==> config.mk <==
export PLATFORM = sky130hd
export DESIGN_NAME = nx_axi4s_bridge
export DESIGN_NICKNAME = d
export VERILOG_FILES = /design/src/rtl/nx_axi4s_bridge.sv
export SDC_FILE = /design/constraint.sdc
export NUM_CORES = 1
export LEC_CHECK = 0
export CAP_MARGIN = 20
export CORE_MARGIN = 10
export CORE_UTILIZATION = 45
export DETAILED_ROUTE_END_ITERATION = 10
export PLACE_DENSITY_LB_ADDON = 0.12
export SYNTH_ARGS = -nofsm -noshare
export SYNTH_HDL_FRONTEND = slang
export SYNTH_SLANG_ARGS = --single-unit
export TNS_END_PERCENT = 5
==> constraint.sdc <==
create_clock -name clk -period 2 [get_ports clk]
set_input_delay 0.2 -clock clk [delete_from_list [all_inputs] [get_ports clk]]
set_output_delay 0.2 -clock clk [all_outputs]
set_load 0.03 [all_outputs]
==> src/rtl/nx_axi4s_bridge.sv <==
// AXI4-stream <-> Nexus control-stream width bridge.
// Inbound beats are serialised into control words; outbound words are packed into beats.
module nx_axi4s_bridge #(
   parameter int AXI4_DATA_WIDTH = 128,
   parameter int AXI4_STRB_WIDTH = AXI4_DATA_WIDTH/8,
   parameter int CTRL_WIDTH      = 32,
   parameter int MAX_PKT_BEATS   = 16,
   parameter int FLUSH_CYCLES    = 64
) (
   input  logic                       clk,
   input  logic                       rstn,
   input  logic [AXI4_DATA_WIDTH-1:0] inbound_tdata,
   input  logic                       inbound_tlast,
   input  logic                       inbound_tvalid,
   output logic                       inbound_tready,
   output logic [CTRL_WIDTH-1:0]      o_ctrl_in_data,
   output logic                       o_ctrl_in_valid,
   input  logic                       i_ctrl_in_ready,
   input  logic [CTRL_WIDTH-1:0]      i_ctrl_out_data,
   input  logic                       i_ctrl_out_valid,
   output logic                       o_ctrl_out_ready,
   output logic [AXI4_DATA_WIDTH-1:0] outbound_tdata,
   output logic [AXI4_STRB_WIDTH-1:0] outbound_tkeep,
   output logic                       outbound_tlast,
   output logic                       outbound_tvalid,
   input  logic                       outbound_tready
);
   localparam int RATIO = AXI4_DATA_WIDTH / CTRL_WIDTH;
   localparam int LB    = CTRL_WIDTH / 8;
   localparam int CW    = $clog2(RATIO);
   localparam int PW    = (MAX_PKT_BEATS > 1) ? $clog2(MAX_PKT_BEATS) : 1;
   localparam int TW    = (FLUSH_CYCLES > 1) ? $clog2(FLUSH_CYCLES) : 1;
   localparam bit FLUSH_EN = FLUSH_CYCLES > 0;
   localparam logic [CW-1:0] CNT_LAST = CW'(RATIO - 1);
   localparam logic [PW-1:0] PKT_LAST = PW'(MAX_PKT_BEATS - 1);
   localparam logic [TW-1:0] TMR_LAST = TW'(FLUSH_EN ? FLUSH_CYCLES - 1 : 0);

   logic unused_tlast;
   assign unused_tlast = inbound_tlast;

   logic [RATIO-1:0][CTRL_WIDTH-1:0] in_lane;
   logic [RATIO-1:0] in_mask, in_left, beat_mask;
   logic [CW-1:0]    in_sel;
   logic             in_busy, in_hs, in_acc;

   // Lowest pending lane goes out first
   always_comb begin
      in_sel = '0;
      for (int i = RATIO - 1; i >= 0; i--)
         if (in_mask[i]) in_sel = CW'(i);
   end

   always_comb begin
      beat_mask = '0;
      for (int i = 0; i < RATIO; i++)
         beat_mask[i] = |inbound_tdata[i*CTRL_WIDTH +: CTRL_WIDTH];
   end

   assign in_left  = in_mask & ~(RATIO'(1) << in_sel);
   assign in_busy  = |in_mask;
   assign in_hs    = in_busy & i_ctrl_in_ready;
   assign inbound_tready  = rstn & (~in_busy | (in_hs & ~|in_left));
   assign in_acc   = inbound_tvalid & inbound_tready;
   assign o_ctrl_in_valid = in_busy;
   assign o_ctrl_in_data  = in_busy ? in_lane[in_sel] : '0;

   always_ff @(posedge clk) begin
      if (!rstn) begin
         in_lane <= '0;
         in_mask <= '0;
      end else if (in_acc) begin
         in_lane <= inbound_tdata;
         in_mask <= beat_mask;
      end else if (in_hs) begin
         in_mask <= in_left;
      end
   end

   logic [RATIO-1:0][CTRL_WIDTH-1:0] acc, acc_next;
   logic [AXI4_STRB_WIDTH-1:0] part_keep;
   logic [CW-1:0] cnt;
   logic [PW-1:0] pkt;
   logic [TW-1:0] tmr;
   logic can_load, wacc, full, flush, load, end_pkt;

   assign can_load = ~outbound_tvalid | outbound_tready;
   assign o_ctrl_out_ready = rstn & can_load;
   assign wacc  = i_ctrl_out_valid & o_ctrl_out_ready;
   assign full  = wacc & (cnt == CNT_LAST);
   // An arriving word always wins over a due flush
   assign flush = FLUSH_EN & ~wacc & can_load & (cnt != '0) & (tmr == TMR_LAST);
   assign load  = full | flush;
   assign end_pkt = flush | (pkt == PKT_LAST);

   always_comb begin
      acc_next = acc;
      if (wacc) acc_next[cnt] = i_ctrl_out_data;
   end

   always_comb begin
      part_keep = '0;
      for (int i = 0; i < RATIO; i++)
         if (i < int'(cnt)) part_keep[i*LB +: LB] = {LB{1'b1}};
   end

   always_ff @(posedge clk) begin
      if (!rstn) begin
         acc <= '0;
         cnt <= '0;
         pkt <= '0;
         tmr <= '0;
         outbound_tdata  <= '0;
         outbound_tkeep  <= '0;
         outbound_tlast  <= 1'b0;
         outbound_tvalid <= 1'b0;
      end else begin
         if (outbound_tready) outbound_tvalid <= 1'b0;
         if (load) begin
            outbound_tvalid <= 1'b1;
            outbound_tdata  <= acc_next;
            outbound_tkeep  <= full ? '1 : part_keep;
            outbound_tlast  <= end_pkt;
            pkt <= end_pkt ? '0 : pkt + 1'b1;
            acc <= '0;
            cnt <= '0;
         end else begin
            acc <= acc_next;
            if (wacc) cnt <= cnt + 1'b1;
         end
         if (wacc || cnt == '0 || flush) tmr <= '0;
         else if (tmr != TMR_LAST) tmr <= tmr + 1'b1;
      end
   end
endmodule

==> out/metrics.cfg, run 1 <==
[outcome]
outcome=finished with violations
violations=negative setup slack

[synth]
synth.top_cell.area_share_pct=52.6
yosys.area.top_type=dfxtp_1
synthCells=1692
syn_avg_cell_area_um2=9.14
synth_seq_cells=406
ys_top_cells_by_area=dfxtp_1 (53%), nand2_1 (6.7%), mux2i_1 (6.4%), o21ai_0 (5.8%), mux4_2 (4.7%)
netlist_area_um2=15500
synthDistinctLibCells=47
synth_fp_nets=1866
async_flop_share_pct=0
seq_area_frac_synth_pct=52.6
synthFlopType=dfxtp_1
yosysWarnings=0
synth-edff-count=0

[global_route]
antenna_found_initial=1
grt_max_degree=124
grt_pass1_vias=13140
overflow=0
grt_pass1_wl_um=74700
grt_util_all_layers_pct=22.1

[route]
drtAntennaViolNets=0
drc=0
wirelength_um=48200
wl_per_cell_um=19.3
drt-initial-drc-count=731
route.vias.total=13043
dr.pass1.iters=5
via_per_inst=5.23

[floorplanning]
die_w_um=205
coreArea_um2=33700
fp.dieArea_um2=42200
die_y_um=205
ios=348
num_rows=67
start_util_pct=45.9

[worst_setup_path]
r2r_cells=7
rrSetupSlack_ns=0.08
critPathKind=register to output port
r2r-end=outbound_tdata[80]$_SDFFE_PN0P_
r2r-start=tmr[0]$_SDFFE_PP0P_
cp.required_ns=1.80
crit_arrival_ns=2.20
end_kind=output port
crit_path_start_kind=register
cp_max_fo=8

[clock_tree]
clk_pin_slew_ns=0.06
insertion_delay_ns=0.54
cts_tree=yes
htree_levels=2
holdBufCountCts=0
clock_sinks=406
root_buffer=clkbuf_16
clockBufferDepth=3
numCtsBuffers=43

[timing]
worst_pin_slew_ns=0.762
rsz0062_at_grt=yes
slew_headroom_pct=49.2
slew_violations=0
timing.hold.ws_ns=0.139
setup_tns_ns=-12.34
fin_skew_ns=0.0192
fin_crit_sh_pct=120
setup_ws_ns=-0.402
layout_min_cycle_time_ns=2.40
final-setup-viol-count=33
hold_violations=0
max_clock_freq_mhz=416

[power]
p_comb_share_pct=14.6
seqPwrFrac_pct=44.1
p_leak_nw=8.60
total_power_w=0.0197
pwr-share-clk_pct=41.3
switching_power_w=0.00491
p_int_w=0.0148
ir_drop_uv=647
swShare_pct=24.9
p_per_area_nw_per_um2=923

[final_layout]
seq_area_um2=8140
multi_input_area_um2=6720
nets=2186
drive_above_1_share_pct=14.0
fillers=2880
insertedDiodeCount=0
area_growth_pct=38.1

[min_path]
hp-class=input port to register
whs_endpoint=in_mask[3]$_SDFFE_PN0P_
holdCritStartpoint=rstn
worstHoldPathCells=3

[placed_design]
hpwl_um=33900
dp_slack_ns=-0.165
portBuffers=346
place.gp.congestion=0.796

[job]
maxCapViolCount=0

## cell usage in the layout, fill, tap and decap left out, drive strengths merged, types with 2 or more instances in the layout
cell type      Yosys  final
dfxtp            406    406
clkdlybuf4s50      0    310
nand2            286    286
o21ai            262    262
nor2             141    141
buf               66    108
a21oi            107    107
mux2i             99     99
and2              65     65
clkbuf            77     55
nor3              50     50
nor4              34     34
mux4              32     32
a31oi             12     12
inv                9     12
clkinv             0     11
nand4              9      9
ha                 7      7
bufinv             0      6
nand2b             3      3
xnor2              2      2
xor2               2      2
and4               2      2
nand3              2      2
nor2b              2      2
and3               2      2
clkinvlp           0      2
a211oi             2      2
## timing repair
action / in CTS / in global routing
pin swaps: 2 / 1
gates resized for setup: 73 / 37
cloned: 2 / 0
setup endpoints to repair: 35 / 276
buffers inserted: 4 / 1
## flip-flops by register name, indices dropped and copies added, names as in the netlist
name and cells:
outbound_tvalid 1, tmr 6, pkt 4, outbound_tlast 1, in_mask 4, cnt 2
in_lane 128, outbound_tkeep 4, acc 128, outbound_tdata 128
## per-stage QoR
stage | util [%] | instances | instance area [µm²]
2_1_floorplan | - | 1692 | 15500
3_3_place_gp | 58.2 | 2411 | 19600
3_5_place_dp | 58.2 | 2411 | 19600
4_1_cts | 63.4 | 2494 | 21400
5_1_grt | 63.4 | 2492 | 21400
6_report | 63.4 | 2492 | 21400
## routing by layer
layer  share of wire (%)  global-route usage [%]  up-vias
li1                    -                       -     6426
met1                  42                    26.6     6180
met2                  49                    38.2      365
met3                 7.7                    6.37       70
met4                 2.0                    5.30        2
met5               0.031                       0        -
## synthesized netlist by cell type, types with 2 or more instances
cell type	instances
a21oi_1	107
a31oi_1	12
and2_1	64
and3_1	2
and4_1	2
buf_1	2
buf_2	34
buf_4	20
buf_6	8
buf_8	2
clkbuf_1	72
clkbuf_2	5
dfxtp_1	406
ha_1	7
inv_1	9
mux2i_1	99
mux4_2	32
nand2_1	276
nand2_2	10
nand2b_1	3
nand3_1	2
nand4_1	9
nor2_1	141
nor2b_1	2
nor3_1	50
nor4_1	34
o21ai_0	180
o21ai_1	71
o21ai_2	11
xnor2_1	2
xor2_1	2
## layout make-up
class	instances	share of cell area, %
clock buffers	55	5.39
clock inverters	22	1.36
inverters	9	0.158
multi-input cells	1134	31.5
flip-flops and latches	406	38.1
well taps	448	2.62
repair buffers	418	20.9
## worst max-delay path by stage
stage                                        from                              end  slack, ns  cells past startpoint
after CTS                 in_mask[2]$_SDFFE_PN0P_               o_ctrl_in_data[10]      -0.49                      8
after global placement            outbound_tready  outbound_tdata[31]$_SDFFE_PN0P_       -0.1                      7
after global routing      in_mask[2]$_SDFFE_PN0P_               o_ctrl_in_data[27]      -0.49                      7
after floorplan           in_mask[0]$_SDFFE_PN0P_               o_ctrl_in_data[10]       0.05                      6
after detailed placement          outbound_tready  outbound_tdata[92]$_SDFFE_PN0P_      -0.17                      7
final                     in_mask[2]$_SDFFE_PN0P_               o_ctrl_in_data[27]      -0.40                      7
## critical path, stage by stage (launching register included)
cell and delay [ns]:
dfxtp_2 0.32, inv_2 0.06, a21oi_2 0.06, nor2_4 0.22, buf_12 0.19, mux4_2 0.52
and2_4 0.18, buf_6 0.13
## power groups by stage
stage               Clock, W  Combinational (W)  Sequential (W)
floorplan                  0            0.00153         0.00882
global placement           0            0.00261         0.00885
detailed placement         0            0.00264         0.00887
CTS                  0.00830            0.00294         0.00870
global route         0.00863            0.00310         0.00874
finish               0.00814            0.00287         0.00870
## logic make-up (layout without fill, tap and decap cells)
family          Yosys count  count (layout)  synth area share [%]
xor+xnor                  4               4                 0.227
mux                     131             131                  11.1
buf+inv                 152             504                  5.02
flops                   406             406                  52.6
compound gates          390             390                  13.3
simple gates            601             601                  17.2
fa+ha+maj                 8               8                 0.631
No activity file was read; power rests on OpenSTA's default activity.
==> run 2, diff against run 1 <==
- CORE_ASPECT_RATIO: not set -> 1.4
==> run 2 against run 1 <==
Against the previous run: the flow still finishes with violations (negative setup slack); wire length fell by 1.7%; critical path depth did not move; die area rose by 0.25%; cell area rose by 1.0%; count of clock-buffer cells in the layout rose by 5; combinational power rose by 2%; final cell count rose by 0.64%.
==> out/metrics.cfg, run 2 (synthesis gave the netlist of run 1 again) <==
[final_layout]
multi_input_area_um2=6740  ; +0.30%
seq_area_um2=8140  ; about the same
nets=2202  ; +0.73%
drive_above_1_share_pct=14.7  ; +0.69 points
fillers=2901  ; +0.73%
top_regs=acc: 128 flops, in_lane: 128 flops, outbound_tdata: 128 flops
layout_commonest_cell=dfxtp_1
instances_no_fill=2508  ; +0.64%
insertedDiodeCount=0  ; unchanged
most-common-layout-cells=dfxtp_1 (399), clkdlybuf4s50_1 (310), nand2_1 (273), o21ai_0 (179), nor2_1 (138)
area_growth_pct=39.5
fin_util_pct=63.4  ; about the same

[floorplanning]
fp.dieArea_um2=42300  ; +0.25%
start_util_pct=45.4  ; -0.45 points
num_rows=80  ; +19%
die_w_um=177  ; -14%
coreArea_um2=34000  ; +0.99%
die_y_um=239  ; +17%
ios=348  ; unchanged

[power]
p_leak_nw=8.69  ; +1.1%
ir_drop_uv=639  ; -1.1%
swShare_pct=24.8  ; -0.093 points
p_per_area_nw_per_um2=905  ; -1.9%
seqPwrFrac_pct=44.6  ; +0.5 points
p_comb_share_pct=15.0  ; +0.4 points
p_int_w=0.0147  ; -0.84%
switching_power_w=0.00484  ; -1.3%
pwr-share-clk_pct=40.4  ; -0.9 points

[timing]
worst_pin_slew_ns=0.799  ; +0.0362 ns
fin_skew_ns=0.0168  ; -0.00246 ns
setup_ws_ns=-0.397  ; +0.00520 ns
fin_crit_sh_pct=120  ; -0.26 points
hold_violations=0  ; unchanged
final-setup-viol-count=33  ; unchanged
slew_violations=0  ; unchanged
max_clock_freq_mhz=417  ; +0.22%
setup_tns_ns=-11.82  ; +0.516 ns
layout_min_cycle_time_ns=2.40  ; -0.00520 ns
slew_headroom_pct=46.8  ; -2.4 points
rsz0062_at_grt=yes

[global_route]
grt_pass1_vias=13386  ; +1.9%
grt_util_all_layers_pct=21.8  ; -0.35 points
overflow=0  ; unchanged
antenna_found_initial=0  ; -1
grt_pass1_wl_um=74100  ; -0.79%
grt_max_degree=172  ; +39%

[worst_setup_path]
cp_max_fo=16  ; +8
cp.required_ns=1.80  ; about the same
r2r-start=cnt[1]$_SDFFE_PP0N_
crit_arrival_ns=2.20  ; about the same
end_kind=output port
rrSetupSlack_ns=0.11  ; +0.03 ns
crit_path_start_kind=register
r2r_cells=8  ; +1
r2r-end=outbound_tdata[83]$_SDFFE_PN0P_
critPathKind=register to output port

[outcome]
violations=negative setup slack
outcome=finished with violations

[placed_design]
place.gp.congestion=0.849  ; +6.7%
hpwl_um=33900  ; about the same
portBuffers=346  ; unchanged
dp.cells=2434  ; +0.95%

[clock_tree]
numCtsBuffers=41  ; -4.7%
clockBufferDepth=3  ; unchanged
clk_pin_slew_ns=0.06  ; about the same
htree_levels=2  ; unchanged
cts_tree=yes
holdBufCountCts=0  ; unchanged
insertion_delay_ns=0.55  ; about the same
clock_sinks=406  ; unchanged
root_buffer=clkbuf_16

[min_path]
hp-class=input port to register
worstHoldPathCells=3  ; unchanged
whs_endpoint=outbound_tkeep[11]$_SDFFE_PN0P_
holdCritStartpoint=rstn

[route]
drt-initial-drc-count=735  ; +0.55%
drtAntennaViolNets=0  ; unchanged
via_per_inst=5.22  ; -0.35%
route.vias.total=13081  ; +0.29%
drc=0  ; unchanged
dr.pass1.iters=5  ; unchanged
wl_per_cell_um=18.9  ; -2.4%
wirelength_um=47400  ; -1.7%

[job]
maxCapViolCount=0  ; unchanged

## run 2: critical path, stage by stage (launching register included)
cell,delay (ns)
dfxtp_2,0.32
inv_2,0.06
a21oi_2,0.06
nor2_4,0.16
buf_12,0.21
mux4_2,0.53
and2_4,0.17
buf_6,0.13
## run 2: how the worst max path moves through the flow
stage,startpoint,to,slack (ns),cells after the start
2_1_floorplan,in_mask[0]$_SDFFE_PN0P_,o_ctrl_in_data[10],0.05,6
3_3_place_gp,outbound_tready,outbound_tdata[0]$_SDFFE_PN0P_,-0.08,8
3_5_place_dp,i_ctrl_in_ready,in_lane[30]$_SDFFE_PN0P_,-0.17,8
4_1_cts,in_mask[2]$_SDFFE_PN0P_,o_ctrl_in_data[27],-0.48,8
5_1_grt,in_mask[2]$_SDFFE_PN0P_,o_ctrl_in_data[12],-0.49,7
6_report,in_mask[2]$_SDFFE_PN0P_,o_ctrl_in_data[12],-0.40,7
## run 2: layout make-up
class	count	area share, %
Clock buffer	60	5.56
Multi-Input combinational cell	1134	31.2
Timing Repair Buffer	436	21.8
Tap cell	451	2.62
Inverter	9	0.157
Clock inverter	12	0.893
Sequential cell	406	37.7
## run 2: repair_timing
| item | CTS | global route |
|---|---|---|
| cloned | 1 | 0 |
| pin swaps | 2 | 1 |
| setup endpoints to repair | 34 | 298 |
| buffers inserted | 3 | 0 |
| resized for setup | 66 | 17 |
## run 2: through the flow
stage | hold slack [ns] | cell area, µm² | total power [W] | setup slack (ns)
2_1_floorplan | 0.298 | 15500 | 0.0103 | 0.0498
3_3_place_gp | 0.433 | 19900 | 0.0116 | -0.0788
3_5_place_dp | 0.438 | 19900 | 0.0116 | -0.173
4_1_cts | 0.168 | 21600 | 0.0198 | -0.482
5_1_grt | 0.202 | 21600 | 0.0203 | -0.494
6_report | 0.189 | 21600 | 0.0195 | -0.397
## run 2: power by group through the flow
stage	Sequential [W]	Combinational (W)	Clock [W]
6_report	0.00871	0.00292	0.00789
5_1_grt	0.00875	0.00316	0.00836
4_1_cts	0.00871	0.00298	0.00807
3_5_place_dp	0.00888	0.00276	0
3_3_place_gp	0.00887	0.00272	0
2_1_floorplan	0.00882	0.00153	0
## run 2: metal layers
layer	up-vias	part of all wire (%)	track usage [%]
met3	90	6.9	5.69
met4	0	3.3	8.22
li1	6456	-	-
met1	6150	40	25.3
met5	-	0	0
met2	385	49	37.6
